[src/rtl/divider_32bit.sv]
// Iterative restoring divider with RV32M DIV/DIVU/REM/REMU semantics.
// One trial-subtraction step per clock; special cases finish in one cycle.
module divider_32bit #(
  parameter int WIDTH = 32
) (
  input  logic             clk_i,
  input  logic             rst_i,
  input  logic             start_i,
  input  logic             signed_i,
  input  logic [WIDTH-1:0] a_i,
  input  logic [WIDTH-1:0] b_i,
  output logic             busy_o,
  output logic             valid_o,
  output logic [WIDTH-1:0] q_o,
  output logic [WIDTH-1:0] r_o,
  output logic             div_zero_o
);

  localparam int CNT_W = $clog2(WIDTH);

  typedef enum logic [1:0] {IDLE, CALC, DONE} state_t;

  state_t                    state_q;
  logic        [CNT_W-1:0]   cnt_q;
  logic        [WIDTH-1:0]   rem_q, rem_d;
  logic        [WIDTH-1:0]   dvd_q, dvd_d;
  logic        [WIDTH-1:0]   dsr_q;
  logic                      qneg_q, rneg_q;
  logic signed [WIDTH-1:0]   a_s, b_s;
  logic        [WIDTH:0]     shf, diff;
  logic        [WIDTH-1:0]   a_abs, b_abs;
  logic                      a_neg, b_neg, b_zero, ovf;

  function automatic logic [WIDTH-1:0] cond_neg(input logic [WIDTH-1:0] v,
                                                input logic             neg);
    return neg ? (~v + 1'b1) : v;
  endfunction

  always_comb begin
    a_s    = a_i;
    b_s    = b_i;
    a_neg  = signed_i && (a_s < 0);
    b_neg  = signed_i && (b_s < 0);
    b_zero = (b_i == '0);
    ovf    = signed_i && (a_i == {1'b1, {(WIDTH-1){1'b0}}}) && (b_i == '1);
    a_abs  = cond_neg(a_i, a_neg);
    b_abs  = cond_neg(b_i, b_neg);
    // Remainder stays below the divisor, so WIDTH bits hold it; the shifted
    // value needs one more bit and the difference's MSB is the borrow.
    shf    = {rem_q, dvd_q[WIDTH-1]};
    diff   = shf - {1'b0, dsr_q};
    rem_d  = diff[WIDTH] ? shf[WIDTH-1:0] : diff[WIDTH-1:0];
    dvd_d  = {dvd_q[WIDTH-2:0], ~diff[WIDTH]};
  end

  // Control and result registers
  always_ff @(posedge clk_i) begin
    if (rst_i) begin
      state_q    <= IDLE;
      cnt_q      <= '0;
      busy_o     <= 1'b0;
      valid_o    <= 1'b0;
      q_o        <= '0;
      r_o        <= '0;
      div_zero_o <= 1'b0;
    end else begin
      case (state_q)
        IDLE: begin
          valid_o <= 1'b0;
          if (start_i) begin
            if (b_zero) begin
              q_o        <= '1;
              r_o        <= a_i;
              div_zero_o <= 1'b1;
              valid_o    <= 1'b1;
              state_q    <= DONE;
            end else if (ovf) begin
              q_o        <= a_i;
              r_o        <= '0;
              div_zero_o <= 1'b0;
              valid_o    <= 1'b1;
              state_q    <= DONE;
            end else begin
              cnt_q   <= CNT_W'(WIDTH - 1);
              busy_o  <= 1'b1;
              state_q <= CALC;
            end
          end
        end
        CALC: begin
          if (cnt_q == '0) begin
            q_o        <= cond_neg(dvd_d, qneg_q);
            r_o        <= cond_neg(rem_d, rneg_q);
            div_zero_o <= 1'b0;
            busy_o     <= 1'b0;
            valid_o    <= 1'b1;
            state_q    <= DONE;
          end else begin
            cnt_q <= cnt_q - 1'b1;
          end
        end
        DONE: begin
          valid_o <= 1'b0;
          state_q <= IDLE;
        end
        default: state_q <= IDLE;
      endcase
    end
  end

  // Datapath: operand capture and one restoring step per cycle
  always_ff @(posedge clk_i) begin
    if (state_q == IDLE && start_i) begin
      rem_q  <= '0;
      dvd_q  <= a_abs;
      dsr_q  <= b_abs;
      qneg_q <= a_neg ^ b_neg;
      rneg_q <= a_neg;
    end else if (state_q == CALC) begin
      rem_q <= rem_d;
      dvd_q <= dvd_d;
    end
  end

endmodule
[config.mk]
export PLATFORM = sky130hd
export DESIGN_NAME = divider_32bit
export DESIGN_NICKNAME = d
export VERILOG_FILES = /design/src/rtl/divider_32bit.sv
export SDC_FILE = /design/constraint.sdc
export NUM_CORES = 1
export LEC_CHECK = 0
export ABC_AREA = 0
export BUFFER_PORTS_ARGS = -buffer_cell sky130_fd_sc_hd__buf_2
export CAP_MARGIN = 20
export CORE_MARGIN = 5
export CORE_UTILIZATION = 50
export DETAILED_ROUTE_END_ITERATION = 8
export PLACE_DENSITY = 0.76
export SLEW_MARGIN = 20
export SYNTH_ARGS = -nofsm -noshare
export SYNTH_HDL_FRONTEND = slang
export SYNTH_SLANG_ARGS = --single-unit
export TNS_END_PERCENT = 50
[constraint.sdc]
create_clock -name clk_i -period 11.65 [get_ports clk_i]
set_clock_uncertainty 0.15 [all_clocks]
set_input_delay 0.5825 -clock clk_i [delete_from_list [all_inputs] [get_ports clk_i]]
set_output_delay 0.5825 -clock clk_i [all_outputs]
set_load 0.05 [all_outputs]
# ---- Word-level counts from Yosys, hierarchy flattened
# Cells that the tools add are included.
dict set report word_totals {
  elab_cells 93
  latchBits 0
  in_bits 68
  rom_bits 0
  n_memories 0
  out_inout_bits 67
  reg_bits 172
  ram_bits 0
}
dict set report classes {
  bitwise_logic 6
  muxes 41
  order_cmp 2
  div_mod_pow 0
  multipliers 0
  n_reduce_logical 16
  n_addsub 6
  shifts 0
  n_eq_ne 10
}
# operator n
set ops {}
lappend ops {{$mux 32} 15}
lappend ops {{$add 32x1->32 const B} 4}
lappend ops {{$not 32->32} 4}
lappend ops {{$pmux 32 s2} 2}
lappend ops {{$eq 32x32->1 const B} 2}
lappend ops {{$lt 32x1->1 const B} 2}
lappend ops {{$sub 33x32->33} 1}
lappend ops {{$logic_not 32->1} 1}
lappend ops {{$mux 5} 4}
lappend ops {{$mux 1} 11}
lappend ops {{$ne 2x2->1 const B} 5}
lappend ops {{$pmux 5 s2} 1}
lappend ops {{$reduce_and 5->1} 2}
lappend ops {{$mux 2} 4}
lappend ops {{$logic_and 1x1->1} 5}
lappend ops {{$logic_not 5->1} 1}
lappend ops {{$sub 5x1->5 const B} 1}
lappend ops {{$pmux 1 s2} 2}
lappend ops {{$pmux 2 s2} 1}
lappend ops {{$reduce_and 2->1} 2}
lappend ops {{$reduce_and 4->1} 1}
lappend ops {{$reduce_bool 2->1} 2}
lappend ops {{$ne 3x3->1 const B} 1}
lappend ops {{$pmux 1 s3} 1}
lappend ops {{6 further kinds} 6}

# ---- Longest topological paths before layout
dict set report logic_depth {
  depth_word 7
  mapped_depth 24
  depth_no_buf 22
}

# ---- Worst setup path before layout
# OpenSTA, ideal clock, no wires.
dict set report synth_path {
  path_type {register -> register}
  startpoint {register dvd_q[31]}
  endpoint {register q_o[26]}
  period_less_slack_ns 5.855
  setup_slack_ns 5.795
  t_arrival_ns 5.573
  t_required_ns 11.368
  stages_incl_launch_ff 24
  path_buffers 2
  setup_ns 0.132
  path_cell_list {edfxtp_1 -> inv_1 -> ha_1 -> fa_1 -> nand2b_1 -> a211oi_2 -> o21ai_1 -> a2111oi_2 -> mux2i_1 -> and2_4 -> inv_2 -> buf_2 -> buf_1 -> ha_1 -> nand2b_1 -> or2_1 -> or3_1 -> or4_4 -> or4_1 -> o31ai_1 -> xor2_1 -> nor2_1 -> a2111oi_2 -> nor3_1}
}
dict set report synth_between {
  elab_chain_len 7
}
# element line_no
set synth_rtl {}
lappend synth_rtl {{from (decl)} 26} ;# logic [WIDTH-1:0] dvd_q, dvd_d;
lappend synth_rtl {{from (signal assigned)} 115} ;# dvd_q <= a_abs;
lappend synth_rtl {{from (signal assigned)} 121} ;# dvd_q <= dvd_d;
lappend synth_rtl {{$sub 33x32->33} 51} ;# diff = shf - {1'b0, dsr_q};
lappend synth_rtl {{$not 1->1} 53} ;# dvd_d = {dvd_q[WIDTH-2:0], ~diff[WIDTH]};
lappend synth_rtl {{$not 32->32} 36} ;# return neg ? (~v + 1'b1) : v;
lappend synth_rtl {{$add 32x1->32} 36}
lappend synth_rtl {{$mux 32} 36}
lappend synth_rtl {{$mux 32} 91} ;# if (cnt_q == '0) begin
lappend synth_rtl {{$pmux 32 s2} 67} ;# case (state_q)
lappend synth_rtl {{to (signal assigned)} 78} ;# q_o <= a_i;
lappend synth_rtl {{to (signal assigned)} 92} ;# q_o <= cond_neg(dvd_d, qneg_q);
lappend synth_rtl {{to (decl)} 14} ;# output logic [WIDTH-1:0] q_o,
# No other way between the ends. The select of a mux whose other input is x is not followed.
# A chain may end at the register's enable or synchronous reset.

# ---- Worst setup path in the final report
# Ends and elaborated chain as after synthesis.

==> impl_metrics.ini <==
[timing]
setup_ws_ns = 4.91
tightestPinTransition_ns = 1.00
slew-limit-headroom_pct = 33.3
hold_violations = 0
setup_violations = 0
slew_viol_final = 0
whs_ns = 0.278
rsz0062_at_grt = no
min_period_ns = 6.74
timing.final.crit_share_pct = 57.9
tns_ns = 0
max_freq_ghz = 0.148

[worst_setup_path]
critPathLaunchType = flop
cp.arrival_ns = 6.89
slowest_stage = or4_4
crit_chain = inv_1 -> ha_1 -> fa_1 -> nand2b_1 -> a211oi_2 -> o21ai_1 -> a2111oi_2 -> mux2i_1 -> buf_4 -> and2_4 -> inv_2 -> buf_4 -> ha_1 -> nand2b_1 -> or2_1 -> or3_1 -> or4_4 -> or4_1 -> o31ai_1 -> xor2_1 -> nor2_1 -> a2111oi_2 -> nor3_1
cpPeakStageDelay_ns = 0.55
crit_path_max_fanout = 41
required_ns = 11.80
critPathKind = reg -> reg
endpoint_kind = flop

[cts]
clkSlewWorstSetupHoldPaths_ns = 0.08
cts_tree = built
insertion_delay_ns = 0.45
clk_path_buf_depth = 2
cts_hold_buf = 0
numClockSinks = 172
cts_resized = 0
cts-root-buf = clkbuf_16
cts_made_buffers = 17
ctsHtreeMaxLevel = 4
cts_setup_buffers = 0

[synth]
synth_edf_count = 66
synth_top_area_share_pct = 17.3
synth_area_leader_cell = dfxtp_1
ys_seq_area_share_pct = 33.4
post-synth-top-count-cell = nand2_1
ys_top_cells_by_area = dfxtp_1, edfxtp_1, nand2_1, xnor2_1, xor2_1
ys_warn_count = 0
netlist_top_cells_count = nand2_1, nor2_1, dfxtp_1
syn_inst = 1514
synthDistinctLibCells = 86
ys_ff_latch = 172
synthesis.area_um2 = 12300
synth-main-ff-cell = dfxtp_1
syn_nets = 1625
synthArstFlopShare_pct = 0
syn_area_per_cell_um2 = 8.12

[global_route]
track_usage_pct = 25.6
overflow = 0
grt_pass1_vias = 11434
grt_pass1_wl_mm = 59.0
met3_usage_pct = 3.74
grt_max_degree = 72
met1_usage_pct = 33.4
antenna_found_initial = 2
top_usage_layer = met2
grt_util_met2_pct = 41.6

[drt]
wl_per_cell_um = 19.0
first_pass_iters = 7
drt_wl_total_mm = 36.7
num_vias = 11959
drt_iter0_drc = 1214
drc = 0
vias_per_cell = 6.19
drtAntennaViolNets = 0

[floorplan]
fp.coreArea_um2 = 24200
start_util_pct = 50.7
dieWidth_um = 167
fp.dieH_um = 167
fp.dieArea_um2 = 27800
row_count = 57
boundaryPins = 135

[min_path]
worstHoldPathType = in -> reg

[pwr]
leakage_nw = 5.33
p_per_area_nw_per_um2 = 279
p_total_mw = 3.84
ir_drop_mv = 0.226

[finish]
stdcell_count = 1931
seq_area_um2 = 4100
final_cell_area_um2 = 13700
nNetsFinal = 1704
drive_above_1_share_pct = 14.4
fillers = 2243
final_util_pct = 56.6
multi_input_area_um2 = 7620
area_delta_synth_final_pct = 11.7

[placed_design]
io_buffers = 134
pre_cts_ws_ns = 5.02
gp_congestion = 0.930
hpwl_mm = 27.0
place_inst = 1898
dpl-instance-area_um2 = 13100

[run]
drv_cap = 0

[run_status]
outcome = finished clean
-- layout make-up --
class	instances	area share, %
Sequential cell	172	29.9
Tap cell	324	2.95
Antenna cell	1	0.0182
Inverter	62	1.69
Multi-Input combinational cell	1192	55.5
Clock buffer	17	3.10
Clock inverter	15	1.22
Timing Repair Buffer	148	5.65
-- where the power goes --
part           internal (mW)  switching (mW)  total, mW
clock                  0.307           0.280      0.587
sequential             0.832           0.180       1.01
combinational          0.764            1.48       2.24
-- critical path: cells and delay by family, from the launching register on --
kind                     cells  cell delay [ns]
adder cells (fa/ha/maj)      3             0.91
buffers and inverters        4             0.79
multiplexers                 1             0.12
flip-flops                   1             0.42
AND/OR/NAND/NOR              9             2.49
AO/OA/AOI/OAI                5             1.53
XOR/XNOR                     1             0.17
-- path summary, 6_finish.rpt --
path / start / end / cells past startpoint / slack (ns)
min: b_i[0] / dsr_q[0] / 1 / 0.28
min reg2reg: div_zero_o / div_zero_o / 2 / 0.31
max: dvd_q[31] / q_o[26] / 23 / 4.91
max reg2reg: dvd_q[31] / q_o[26] / 23 / 4.91
-- cell families after synthesis --
group / synth area share (%)
AO/OA/AOI/OAI: 23.8
buffers and inverters: 4.90
XOR/XNOR: 9.68
adder cells (fa/ha/maj): 4.43
multiplexers: 2.43
flip-flops: 33.4
AND/OR/NAND/NOR: 21.4
-- layout by cell type (no fill, tap or decap), types with 41 or more instances in the layout --
| cell | instances |
|---|---|
| ha_1 | 41 |
| a211oi_1 | 50 |
| o21ai_0 | 89 |
| nor3_1 | 62 |
| nand2_1 | 161 |
| edfxtp_1 | 66 |
| inv_1 | 59 |
| nor2_1 | 152 |
| buf_2 | 134 |
| dfxtp_1 | 106 |
| xor2_1 | 68 |
| xnor2_1 | 68 |
| a21oi_1 | 104 |
-- state kept, by name (all words and copies together), names as in the netlist --
| signal | flops |
|---|---|
| div_zero_o | 1 |
| valid_o | 1 |
| rneg_q | 1 |
| dsr_q | 32 |
| r_o | 32 |
| state_q | 2 |
| qneg_q | 1 |
| busy_o | 1 |
| cnt_q | 5 |
| rem_q | 32 |
| q_o | 32 |
| dvd_q | 32 |
-- layer usage --
| layer | vias to the layer above | share of wire [%] |
|---|---|---|
| li1 | 5709 | - |
| met1 | 5666 | 41 |
| met2 | 489 | 47 |
| met3 | 95 | 7.3 |
| met4 | 0 | 4.5 |
| met5 | - | 0 |
Power figures use the tool's default switching activity.
